### src/rtl/eth_pkg.sv
// Shared definitions for the Ethernet transmit path: arbiter states,
// the MAC byte-stream width and the arbitration policy selectors.
package eth_pkg;

    typedef enum logic [1:0] {
        IDLE = 2'd0,
        GNT0 = 2'd1,
        GNT1 = 2'd2
    } arb_state_e;

    localparam int ETH_DATA_W  = 8;
    localparam int PRIO_RR     = 0;
    localparam int PRIO_STRICT = 1;

endpackage

### src/rtl/axis_skid_buf.sv
// Two-entry registered AXI-Stream buffer. Output comes straight from flops,
// and s_ready depends only on the occupancy register.
module axis_skid_buf #(
    parameter int W = 9
) (
    input  logic         aclk,
    input  logic         aresetn,
    input  logic [W-1:0] s_data,
    input  logic         s_valid,
    output logic         s_ready,
    output logic [W-1:0] m_data,
    output logic         m_valid,
    input  logic         m_ready
);

    logic [W-1:0] d0_q, d0_d;
    logic [W-1:0] d1_q, d1_d;
    logic [1:0]   cnt_q, cnt_d;
    logic         push;
    logic         pop;

    assign s_ready = (cnt_q != 2'd2);
    assign m_valid = (cnt_q != 2'd0);
    assign m_data  = d0_q;
    assign push    = s_valid & s_ready;
    assign pop     = m_valid & m_ready;

    // Occupancy and entry update; d0 is only rewritten when empty or popping.
    always_comb begin
        d0_d  = d0_q;
        d1_d  = d1_q;
        cnt_d = cnt_q;
        case (cnt_q)
            2'd0: begin
                if (push) begin
                    d0_d  = s_data;
                    cnt_d = 2'd1;
                end else begin
                    cnt_d = 2'd0;
                end
            end
            2'd1: begin
                if (push && pop) begin
                    d0_d = s_data;
                end else if (push) begin
                    d1_d  = s_data;
                    cnt_d = 2'd2;
                end else if (pop) begin
                    cnt_d = 2'd0;
                end else begin
                    cnt_d = 2'd1;
                end
            end
            2'd2: begin
                if (pop) begin
                    d0_d  = d1_q;
                    cnt_d = 2'd1;
                end else begin
                    cnt_d = 2'd2;
                end
            end
            default: cnt_d = 2'd0;
        endcase
    end

    // Buffer registers with synchronous clear.
    always_ff @(posedge aclk) begin
        if (!aresetn) begin
            d0_q  <= {W{1'b0}};
            d1_q  <= {W{1'b0}};
            cnt_q <= 2'd0;
        end else begin
            d0_q  <= d0_d;
            d1_q  <= d1_d;
            cnt_q <= cnt_d;
        end
    end

endmodule

### src/rtl/eth_tx_arb.sv
// Packet-level 2:1 AXI-Stream arbiter for the MAC transmit port: science (s0)
// and housekeeping (s1) streams, grant held for a whole packet.
module eth_tx_arb
    import eth_pkg::*;
#(
    parameter int DATA_W   = ETH_DATA_W,
    parameter int PRIORITY = PRIO_RR,
    parameter int CNT_W    = 16
) (
    input  logic              aclk,
    input  logic              aresetn,
    input  logic [DATA_W-1:0] s0_tdata,
    input  logic              s0_tvalid,
    input  logic              s0_tlast,
    output logic              s0_tready,
    input  logic [DATA_W-1:0] s1_tdata,
    input  logic              s1_tvalid,
    input  logic              s1_tlast,
    output logic              s1_tready,
    output logic [DATA_W-1:0] m_tdata,
    output logic              m_tvalid,
    output logic              m_tlast,
    input  logic              m_tready,
    output logic [CNT_W-1:0]  pkt_cnt0,
    output logic [CNT_W-1:0]  pkt_cnt1,
    output logic              busy
);

    arb_state_e         state_q, state_d;
    logic               rr_q, rr_d;
    logic [CNT_W-1:0]   cnt0_q, cnt0_d;
    logic [CNT_W-1:0]   cnt1_q, cnt1_d;
    logic               skid_ready;
    logic               in_valid;
    logic [DATA_W:0]    in_data;
    logic [DATA_W:0]    out_data;
    logic               acc0;
    logic               acc1;

    // Both readies are products of flops only, so m_tready never reaches them.
    assign s0_tready = (state_q == GNT0) & skid_ready;
    assign s1_tready = (state_q == GNT1) & skid_ready;
    assign acc0      = s0_tvalid & s0_tready;
    assign acc1      = s1_tvalid & s1_tready;
    assign busy      = (state_q != IDLE);
    assign pkt_cnt0  = cnt0_q;
    assign pkt_cnt1  = cnt1_q;
    assign m_tdata   = out_data[DATA_W-1:0];
    assign m_tlast   = out_data[DATA_W];

    // Steer the granted source into the buffer.
    always_comb begin
        in_valid = 1'b0;
        in_data  = {(DATA_W+1){1'b0}};
        case (state_q)
            GNT0: begin
                in_valid = s0_tvalid;
                in_data  = {s0_tlast, s0_tdata};
            end
            GNT1: begin
                in_valid = s1_tvalid;
                in_data  = {s1_tlast, s1_tdata};
            end
            default: begin
                in_valid = 1'b0;
                in_data  = {(DATA_W+1){1'b0}};
            end
        endcase
    end

    // Arbitration: decide only in IDLE, release on the accepted tlast beat.
    always_comb begin
        state_d = state_q;
        rr_d    = rr_q;
        cnt0_d  = cnt0_q;
        cnt1_d  = cnt1_q;
        case (state_q)
            IDLE: begin
                if (s0_tvalid && s1_tvalid) begin
                    if (PRIORITY == PRIO_STRICT) begin
                        state_d = GNT0;
                    end else begin
                        state_d = rr_q ? GNT1 : GNT0;
                    end
                end else if (s0_tvalid) begin
                    state_d = GNT0;
                end else if (s1_tvalid) begin
                    state_d = GNT1;
                end else begin
                    state_d = IDLE;
                end
            end
            GNT0: begin
                if (acc0 && s0_tlast) begin
                    state_d = IDLE;
                    rr_d    = 1'b1;
                    cnt0_d  = cnt0_q + CNT_W'(1);
                end else begin
                    state_d = GNT0;
                end
            end
            GNT1: begin
                if (acc1 && s1_tlast) begin
                    state_d = IDLE;
                    rr_d    = 1'b0;
                    cnt1_d  = cnt1_q + CNT_W'(1);
                end else begin
                    state_d = GNT1;
                end
            end
            default: state_d = IDLE;
        endcase
    end

    // Arbiter state, round-robin pointer and packet counters.
    always_ff @(posedge aclk) begin
        if (!aresetn) begin
            state_q <= IDLE;
            rr_q    <= 1'b0;
            cnt0_q  <= {CNT_W{1'b0}};
            cnt1_q  <= {CNT_W{1'b0}};
        end else begin
            state_q <= state_d;
            rr_q    <= rr_d;
            cnt0_q  <= cnt0_d;
            cnt1_q  <= cnt1_d;
        end
    end

    axis_skid_buf #(
        .W (DATA_W + 1)
    ) u_skid (
        .aclk    (aclk),
        .aresetn (aresetn),
        .s_data  (in_data),
        .s_valid (in_valid),
        .s_ready (skid_ready),
        .m_data  (out_data),
        .m_valid (m_tvalid),
        .m_ready (m_tready)
    );

endmodule
### config.mk
export PLATFORM = sky130hd
export DESIGN_NAME = eth_tx_arb
export DESIGN_NICKNAME = d
export VERILOG_FILES = /design/src/rtl/eth_pkg.sv /design/src/rtl/axis_skid_buf.sv /design/src/rtl/eth_tx_arb.sv
export SDC_FILE = /design/constraint.sdc
export NUM_CORES = 1
export LEC_CHECK = 0
export ABC_CLOCK_PERIOD_IN_PS = 2850
export CAP_MARGIN = 20
export CORE_UTILIZATION = 40
export CTS_CLUSTER_SIZE = 24
export DETAILED_ROUTE_END_ITERATION = 16
export PLACE_DENSITY = 0.7
export SYNTH_ARGS = -nofsm -noshare
export SYNTH_HDL_FRONTEND = slang
export SYNTH_SLANG_ARGS = --single-unit
### constraint.sdc
create_clock -name aclk -period 2.85 [get_ports aclk]
set_clock_uncertainty 0.05 [all_clocks]
set_input_delay 0.57 -clock aclk [delete_from_list [all_inputs] [get_ports aclk]]
set_output_delay 0.57 -clock aclk [all_outputs]
set_load 0.1 [all_outputs]
==> impl_metrics.xml <==
<?xml version="1.0" encoding="UTF-8"?>
<metrics>
  <group name="run_status">
    <metric name="run_status" unit="">finished clean</metric>
  </group>
  <group name="clock_tree">
    <metric name="cts_repair_resize_count" unit="">0</metric>
    <metric name="holdBufCountCts" unit="">0</metric>
    <metric name="cts-htree-levels" unit="">2</metric>
    <metric name="cts-root-to-sink-buffers" unit="">2</metric>
    <metric name="tritoncts.num_buffers" unit="">5</metric>
    <metric name="path_clk_slew" unit="ps">90</metric>
    <metric name="post_cts_buffers" unit="">0</metric>
    <metric name="clk_latency" unit="ps">310</metric>
    <metric name="sink_count" unit="">55</metric>
    <metric name="clk_root_buffer_cell" unit="">sky130_fd_sc_hd__clkbuf_8</metric>
    <metric name="cts_tree" unit="">built</metric>
  </group>
  <group name="worst_setup_path">
    <metric name="crit_fanout" unit="">10</metric>
    <metric name="reg2regPathDepth" unit="">6</metric>
    <metric name="highest_cell_delay_on_the_worst_timing_path" unit="ps">390</metric>
    <metric name="timing.rr.start" unit="">state_q[1]</metric>
    <metric name="end_kind" unit="">output pin</metric>
    <metric name="critical_path.reg2reg.endpoint" unit="">u_skid.m_data[1]</metric>
    <metric name="path_class" unit="">flip-flop to output pin</metric>
    <metric name="cp.required" unit="ps">2230</metric>
    <metric name="worst-endpoint-arrival" unit="ps">1740</metric>
    <metric name="timing.reg2reg.setup_slack" unit="ps">570</metric>
    <metric name="worst_path_cell_chain" unit="">inv_1 -&gt; ha_1 -&gt; buf_4 -&gt; and2_1 -&gt; buf_12</metric>
    <metric name="cpMaxStageDelayCell" unit="">sky130_fd_sc_hd__ha_1</metric>
    <metric name="setup.worst_path.start_class" unit="">flip-flop</metric>
  </group>
  <group name="detailed_routing">
    <metric name="detailroute.via_count" unit="">2576</metric>
    <metric name="avgViaCountPerCell" unit="">5.588</metric>
    <metric name="wl_per_cell" unit="um">14.61</metric>
    <metric name="route.final.wire_length" unit="mm">6.734</metric>
    <metric name="firstDrtPassIters" unit="">6</metric>
    <metric name="initialDrtViolationCount" unit="">132</metric>
    <metric name="post-route-drc-count" unit="">0</metric>
    <metric name="final_ant_viol_nets" unit="">0</metric>
  </group>
  <group name="logic_synthesis">
    <metric name="number_of_instances_in_the_synthesized_netlist" unit="">325</metric>
    <metric name="synth_top_family_by_area" unit="">simple AND/OR/NAND/NOR gates</metric>
    <metric name="synth_xor_area_share" unit="%">4.172</metric>
    <metric name="yosysSeqAreaShare" unit="%">40.35</metric>
    <metric name="synth_cell_types" unit="">45</metric>
    <metric name="synthesis.area" unit="um2">2729</metric>
    <metric name="synth_edf_count" unit="">0</metric>
    <metric name="yosys_register_bits" unit="">55</metric>
    <metric name="syn-mean-instance-area" unit="um2">8.397</metric>
    <metric name="synth_compound_gate_area_share" unit="%">18.11</metric>
    <metric name="mappedNetlistNets" unit="">354</metric>
    <metric name="yosys.area_share.simple" unit="%">28.52</metric>
    <metric name="muxShareOfSynthArea" unit="%">1.100</metric>
    <metric name="adder_cell_fraction_of_synth_area" unit="%">2.751</metric>
    <metric name="ys_async_sr_fraction" unit="%">0</metric>
    <metric name="ys.flop_type" unit="">sky130_fd_sc_hd__dfxtp_1</metric>
    <metric name="ys.warnings.count" unit="">0</metric>
  </group>
  <group name="global_routing">
    <metric name="grt_max_degree" unit="">33</metric>
    <metric name="globalRoute.totalOverflow" unit="">0</metric>
    <metric name="grt_pass1_wl" unit="mm">11.23</metric>
    <metric name="via_count_of_the_first_global_routing_pass" unit="">2410</metric>
    <metric name="grt_util_all_layers" unit="%">19.40</metric>
    <metric name="grt_antenna_before_repair" unit="">0</metric>
  </group>
  <group name="floorplanning">
    <metric name="start_util" unit="%">42.25</metric>
    <metric name="die-height" unit="um">84.60</metric>
    <metric name="design.core.area" unit="um2">6459</metric>
    <metric name="design.die.area" unit="um2">7156</metric>
    <metric name="placementRows" unit="">29</metric>
    <metric name="pin_count" unit="">68</metric>
    <metric name="die-width" unit="um">84.60</metric>
  </group>
  <group name="timing">
    <metric name="finalMaxSlewViolations" unit="">0</metric>
    <metric name="max_slew_margin" unit="%">39.34</metric>
    <metric name="rsz_0062_raised_after_global_routing" unit="">no</metric>
    <metric name="setup_tns" unit="ps">0</metric>
    <metric name="period_needed" unit="ps">2363</metric>
    <metric name="fmax" unit="MHz">423.2</metric>
    <metric name="finalSetupViolCount" unit="">0</metric>
    <metric name="setup_slack" unit="ps">487.1</metric>
    <metric name="finalHoldViolations" unit="">0</metric>
    <metric name="fin_crit_sh" unit="%">82.91</metric>
    <metric name="timing_worst_slew_pin_value" unit="ps">906.0</metric>
  </group>
  <group name="job">
    <metric name="max_capacitance_violation_count" unit="">0</metric>
  </group>
  <group name="power">
    <metric name="power.total" unit="mW">1.665</metric>
    <metric name="power_density_over_cell_area" unit="nW/um2">484.0</metric>
    <metric name="max-vdd-ir-drop" unit="uV">282.3</metric>
    <metric name="p_leak" unit="nW">1.273</metric>
  </group>
  <group name="final_layout">
    <metric name="fill_cell_instance_count_of_the_final_layout" unit="">627</metric>
    <metric name="nNetsFinal" unit="">412</metric>
    <metric name="finalInstanceArea" unit="um2">3440</metric>
    <metric name="proportion_of_layout_cells_with_a_drive_suffix_above_1" unit="%">17.19</metric>
    <metric name="diode_count" unit="">0</metric>
    <metric name="layout_commonest_cell" unit="">sky130_fd_sc_hd__dfxtp_1</metric>
    <metric name="final_cell_mix" unit="">sky130_fd_sc_hd__dfxtp_1, sky130_fd_sc_hd__buf_4, sky130_fd_sc_hd__o21ai_0</metric>
    <metric name="area_growth" unit="%">26.04</metric>
  </group>
  <group name="place">
    <metric name="io_buffers" unit="">67</metric>
    <metric name="gp_routability_congestion" unit="">0.7683</metric>
    <metric name="dp_hpwl" unit="mm">4.709</metric>
    <metric name="dpl-instance-area" unit="um2">3354</metric>
    <metric name="pre_cts_ws" unit="ps">229.1</metric>
  </group>
  <group name="min_path">
    <metric name="min_path_type" unit="">flip-flop to flip-flop</metric>
    <metric name="whs_endpoint" unit="">u_skid.d1_q[5]</metric>
    <metric name="holdPathStages" unit="">2</metric>
    <metric name="hold_wc_startpoint" unit="">u_skid.d1_q[5]</metric>
  </group>
</metrics>
[report_power, final]
part           total (mW)  leakage (nW)  internal, mW  switching [mW]
registers           0.806         0.444         0.790          0.0162
clock network       0.423        0.0412         0.172           0.250
logic               0.436         0.788         0.137           0.299
[registers in the layout, indices dropped and copies added (netlist names)]
signal / count
u_skid.d1_q: 9
rr_q: 1
u_skid.m_data: 9
pkt_cnt1: 16
state_q: 2
u_skid.cnt_q: 2
pkt_cnt0: 16
[through the flow]
stage,std cells,utilization [%],hold slack (ps)
after CTS,461,53.25,414.6
after floorplan,325,-,386.2
after global routing,461,53.25,431.1
final,461,53.25,411.3
after detailed placement,453,51.94,401.1
after global placement,453,51.94,393.6
[worst max-delay path by stage]
stage,start,slack [ps],cells after the start,to
after global routing,state_q[1],310,5,u_skid.d1_q[4]
after CTS,state_q[1],490,5,s0_tready
after global placement,s0_tvalid,320,4,u_skid.d1_q[3]
after detailed placement,s0_tvalid,230,5,u_skid.m_data[1]
after floorplan,u_skid.cnt_q[0],350,4,s0_tready
final,state_q[1],490,5,s0_tready
[cells in the mapped netlist (all sizes together) (2+ instances only)]
library cell  instances  area [um2]
inv                   8       30.03
buf                  10       57.55
xor2                 10       87.58
nand2                29       108.9
nor4b                 2       32.53
a21oi                20       100.1
and3                  5       31.28
nor2                 17       63.81
or3                  12       75.07
nor4                  2       12.51
or4                   5       37.54
and2                  3       18.77
a22o                  9       78.83
o31ai                 5       37.54
nand2b                5       31.28
ha                    6       75.07
a31oi                 9       56.30
clkbuf               13       48.80
mux2i                 3       30.03
and4                  7       61.31
o21ai                31       155.2
xnor2                 3       26.28
dfxtp                55        1101
nand4                21       131.4
nand3                20       110.1
[metal layers]
| metal | global-route usage, % | share of wire (%) | vias to the layer above |
|---|---|---|---|
| li1 | - | - | 1304 |
| met1 | 24.22 | 46 | 1209 |
| met2 | 33.92 | 49 | 53 |
| met3 | 3.245 | 3.1 | 10 |
| met4 | 6.471 | 1.6 | 0 |
| met5 | 0 | 0 | - |
[area by class of cell]
cell class / count / area (um2) / area share [%]
timing repair buffer: 74 / 635.6 / 18.48
clock inverter: 2 / 12.51 / 0.3638
multi-input combinational: 239 / 1491 / 43.36
inverter: 8 / 30.03 / 0.8730
tap: 77 / 96.34 / 2.801
sequential: 55 / 1101 / 32.01
clock buffer: 6 / 72.57 / 2.110
[worst max-delay path: cells and delay by family, from the launching register on]
| kind | cells | cell delay (ps) |
|---|---|---|
| flip-flops | 1 | 340 |
| buffers and inverters | 3 | 520 |
| adder cells (fa/ha/maj) | 1 | 390 |
| AND/OR/NAND/NOR | 1 | 180 |
[logic make-up after synthesis]
| group | count (synthesis) |
|---|---|
| compound gates | 82 |
| simple gates | 135 |
| flops | 55 |
| buf+inv | 31 |
| mux | 3 |
| xor+xnor | 13 |
| fa+ha+maj | 6 |
Note: power is estimated with default switching activity, not from simulation.
==> variant 1, RTL diff (same flow settings) <==
Re-encode `arb_state_e` (3 states) as one-hot, 3 bits wide.
--- a/src/rtl/eth_pkg.sv
+++ b/src/rtl/eth_pkg.sv
@@ -2,10 +2,10 @@
 // the MAC byte-stream width and the arbitration policy selectors.
 package eth_pkg;
 
-    typedef enum logic [1:0] {
-        IDLE = 2'd0,
-        GNT0 = 2'd1,
-        GNT1 = 2'd2
+    typedef enum logic [2:0] {
+        IDLE = 3'b001,
+        GNT0 = 3'b010,
+        GNT1 = 3'b100
     } arb_state_e;
 
     localparam int ETH_DATA_W  = 8;
Check against the original RTL: same outputs for any inputs over 10 cycles, from zero or initial values and one cycle with aresetn low; not proved beyond that.
==> variant 1 against the original RTL <==
Wire length is 2.5% higher; final area is 5.8% higher; via count is 4.7% higher; power is 8.9% lower; critical endpoint unchanged; combinational power is 43% lower; synthesized area is 4.4% higher; sequential cell count is 1 higher; worst setup slack worse by 23 ps.
==> variant 1: results <==
{
  "status": "completed",
  "synth_nets": 357,
  "grt_max_degree": 23,
  "wl_met2_mm": 3.18,
  "synthTopCellsByCount": "dfxtp_1, a21oi_1, mux2i_1",
  "n_antenna_cell": 0,
  "synthArstFlopShare_pct": 0,
  "grt_pass1_wl_mm": 11.1,
  "globalplace.congestion": 0.797,
  "yosys.area_share.xor_xnor_pct": 1.54,
  "post-cts-setup-buffers": 0,
  "ys_warn_count": 0,
  "arrival_ps": 1770,
  "ys_seq_area_share_pct": 39.3,
  "dp_hpwl_mm": 4.91,
  "drive_gt1_share_pct": 18.3,
  "tightestPinTransition_ps": 660,
  "placed_cells": 482,
  "syn_avg_cell_area_um2": 8.59,
  "cts_buffers": 5,
  "ant_nets": 0,
  "hold_class": "reg2reg",
  "synthMuxAreaShare_pct": 8.43,
  "synth_compound_area_share_pct": 19.7,
  "route.met3.wl_um": 334,
  "nFillCells": 687,
  "cp_max_fo": 22,
  "synthAdderAreaFrac_pct": 0.878,
  "setup_viol": 0,
  "routed_wl_mm": 6.90,
  "firstDrtPassIters": 4,
  "drt_iter0_markers": 178,
  "cts_buffer_depth": 2,
  "vdd_drop_max_mv": 0.227,
  "synth_cell_types": 43,
  "clkTransAtPathRegs_ps": 110,
  "p_leak_uw": 0.00138,
  "synth_area_leaders": "dfxtp_1, mux2i_1, a21oi_1",
  "nNetsFinal": 418,
  "clock_latency_ps": 320,
  "avgViaCountPerCell": 5.50,
  "vias": 2696,
  "dr.max_layer_used": "met4",
  "cts_root_buf": "clkbuf_8",
  "grt_pass1_vias": 2370,
  "track_usage_pct": 18.6,
  "cts_htree_levels": 2,
  "wl_met1_mm": 3.30
}
variant 1: cell types whose count changed in the layout (fill, tap and decap cells not counted), moves of 9 or more:
cell	before	now
nand3_1	18	8
inv_1	8	21
o32ai_1	0	9
nand2b_1	5	17
nand2_1	29	17
a21oi_1	20	34
nand4_1	21	6
mux2i_1	3	24
o21ai_0	31	10
a22o_1	9	0
variant 1: path summary, 6_finish.rpt:
kind,startpoint,to,slack (ps),cells after the start
worst max register to register,state_q[1],pkt_cnt1[15],600,4
worst min-delay path,pkt_cnt1[15],pkt_cnt1[15],420,2
worst max-delay path,state_q[0],s0_tready,460,4
worst min register to register,pkt_cnt1[15],pkt_cnt1[15],420,2
variant 1: where the power goes:
part	total (uW)	switching, uW	internal [uW]
logic	248	162	86.1
registers	809	14.3	794
clock network	460	279	181
total	1520	456	1060
variant 1: kinds of logic (layout without fill, tap and decap cells):
logic type,count (synthesis),in the layout
AND/OR/NAND/NOR,115,115
multiplexers,24,24
flip-flops,56,56
adder cells (fa/ha/maj),2,2
XOR/XNOR,5,5
buffers and inverters,46,108
AO/OA/AOI/OAI,84,84
variant 1: worst max-delay path, stage by stage (launching register included):
cell     delay [ps]
dfxtp_1         420
buf_4           250
or2b_1          280
nor3_2          280
buf_12          220
variant 1: metrics by stage:
step                      worst slack [ps]  instance area (um2)  util (%)  hold slack [ps]
final                                  464                 3640      53.3              424
after global routing                   376                 3640      53.3              456
after CTS                              462                 3640      53.3              427
after detailed placement               252                 3540      51.8              412
after global placement                 293                 3540      51.8              404
after floorplan                        152                 2860         -              393
variant 1: per-layer routing:
metal / track usage (%) / up-vias
met2: 28.7 / 67
li1: - / 1350
met1: 26.0 / 1272
met3: 3.90 / 7
met5: 0 / -
met4: 5.91 / 0
variant 1: area by class of cell:
type	count	area [um2]	share of cell area [%]
inverter	21	78.8	2.17
clock buffer	5	68.8	1.89
clock inverter	3	27.5	0.757
timing repair buffer	79	673	18.5
sequential	56	1120	30.8
tap	96	120	3.30
multi-input combinational	230	1550	42.6
==> variant 2, RTL diff (config.mk and constraints unchanged) <==
Without the edit above. Set the parameter `CNT_W` to 18 (it was 16).
--- a/src/rtl/eth_tx_arb.sv
+++ b/src/rtl/eth_tx_arb.sv
@@ -5,7 +5,7 @@
 #(
     parameter int DATA_W   = ETH_DATA_W,
     parameter int PRIORITY = PRIO_RR,
-    parameter int CNT_W    = 16
+    parameter int CNT_W    = 18
 ) (
     input  logic              aclk,
     input  logic              aresetn,
Interface: changed (resized pkt_cnt0 and pkt_cnt1); port bits go from 68 to 72. No check against the original RTL was run, so the function may have changed too.
==> variant 2 against the original RTL <==
Synthesized cell count up 6.5%; worst setup slack worse by 14 ps; clock power up 89%; wire length up 3.6%; worst hold slack worse by 2.7 ps; power up 27%; synthesized area up 5.8%; final area up 9.4%; sequential cell count up 4; sequential power up 7.8%; count of clock-buffer cells in the layout up 6; largest cell class unchanged; highest routed layer unchanged.
==> variant 2: results <==
{
  "drt_iter0_markers": 133,
  "period_share_pct": 83.4,
  "nonClkBufAreaFrac_pct": 17.4,
  "n_all_buffers": 80,
  "syn_avg_cell_area_um2": 8.34,
  "routed_wl_mm": 6.98,
  "inverters_excl_clock": 10,
  "firstDrtPassIters": 4,
  "synthTopCellsByCount": "dfxtp_1, nand2_1, o21ai_0",
  "n_antenna_cell": 0,
  "clock_latency_ps": 330,
  "multi_input_cells": 254,
  "seq_power_uw": 869,
  "hold_slack_ps": 409,
  "dp_hpwl_mm": 4.70,
  "synth_nets": 375,
  "seq_share_pct": 31.4,
  "port_buffers": 71,
  "drive_gt1_share_pct": 19.6,
  "cts.sinks": 59,
  "synth_area_leaders": "dfxtp_1, o21ai_0, nand2_1",
  "combinationalPowerShare_pct": 21.3,
  "grt_pass1_vias": 2413,
  "grt_max_degree": 35,
  "slowest_delay_ps": 710,
  "grt_pass1_wl_mm": 11.5,
  "tightestPinTransition_ps": 940,
  "place_area_um2": 3550,
  "reg2reg_from": "state_q[0]",
  "fin_util_pct": 54.8,
  "nNetsFinal": 443,
  "globalplace.congestion": 0.817,
  "pre_cts_slack_ps": 127,
  "clkTransAtPathRegs_ps": 70,
  "crit_end": "pkt_cnt1[17]",
  "nClkBuffers": 12,
  "nFillCells": 644,
  "placed_cells": 499,
  "holdPathEnd": "u_skid.d1_q[8]",
  "arrival_ps": 2590,
  "cts_htree_levels": 3,
  "cp_max_fo": 11,
  "cp_top_family": "simple AND/OR/NAND/NOR gates",
  "cts_buffers": 9,
  "p_leak_uw": 0.00134,
  "ys_seq_area_share_pct": 40.9,
  "crit_path_top_delay_cell": "or4_1",
  "synthArstFlopShare_pct": 0,
  "synth_area_um2": 2890,
  "power.internal_uw": 1460,
  "avgViaCountPerCell": 5.48,
  "clk_share_pct": 5.65,
  "multiInputGateArea_um2": 1560,
  "rrSetupSlack_ps": 610,
  "wl_per_cell_um": 13.6,
  "vdd_drop_max_mv": 0.379,
  "seqPwrFrac_pct": 41.0,
  "track_usage_pct": 19.4,
  "cp-startpoint": "s1_tlast",
  "status": "completed"
}
variant 2: cell count changes after synthesis, sizes merged, moves of 4 or more:
| cell | delta |
|---|---|
| a21oi | +4 |
| and4 | -5 |
| buf | -5 |
| clkbuf | +5 |
| dfxtp | +4 |
| nand2 | +5 |
| nand4 | -5 |
| o31ai | +5 |
| or4 | +8 |
| xnor2 | +8 |
| xor2 | -8 |
variant 2: per-layer routing:
layer	up-vias	routed length (um)	track usage (%)	share of wire (%)
met1	1317	3430	26.6	49
met4	0	38	6.82	0.54
met3	2	417	5.88	6.0
met2	88	3090	28.8	44
met5	-	0	0	0
li1	1417	-	-	-
variant 2: cells by family (layout without fill, tap and decap cells):
logic type | after synthesis | after routing | share of synthesized area [%]
simple gates | 141 | 141 | 27.5
compound gates | 91 | 91 | 18.9
flops | 59 | 59 | 40.9
buf+inv | 33 | 106 | 5.16
xor+xnor | 13 | 13 | 3.94
fa+ha+maj | 6 | 6 | 2.60
mux | 3 | 3 | 1.04
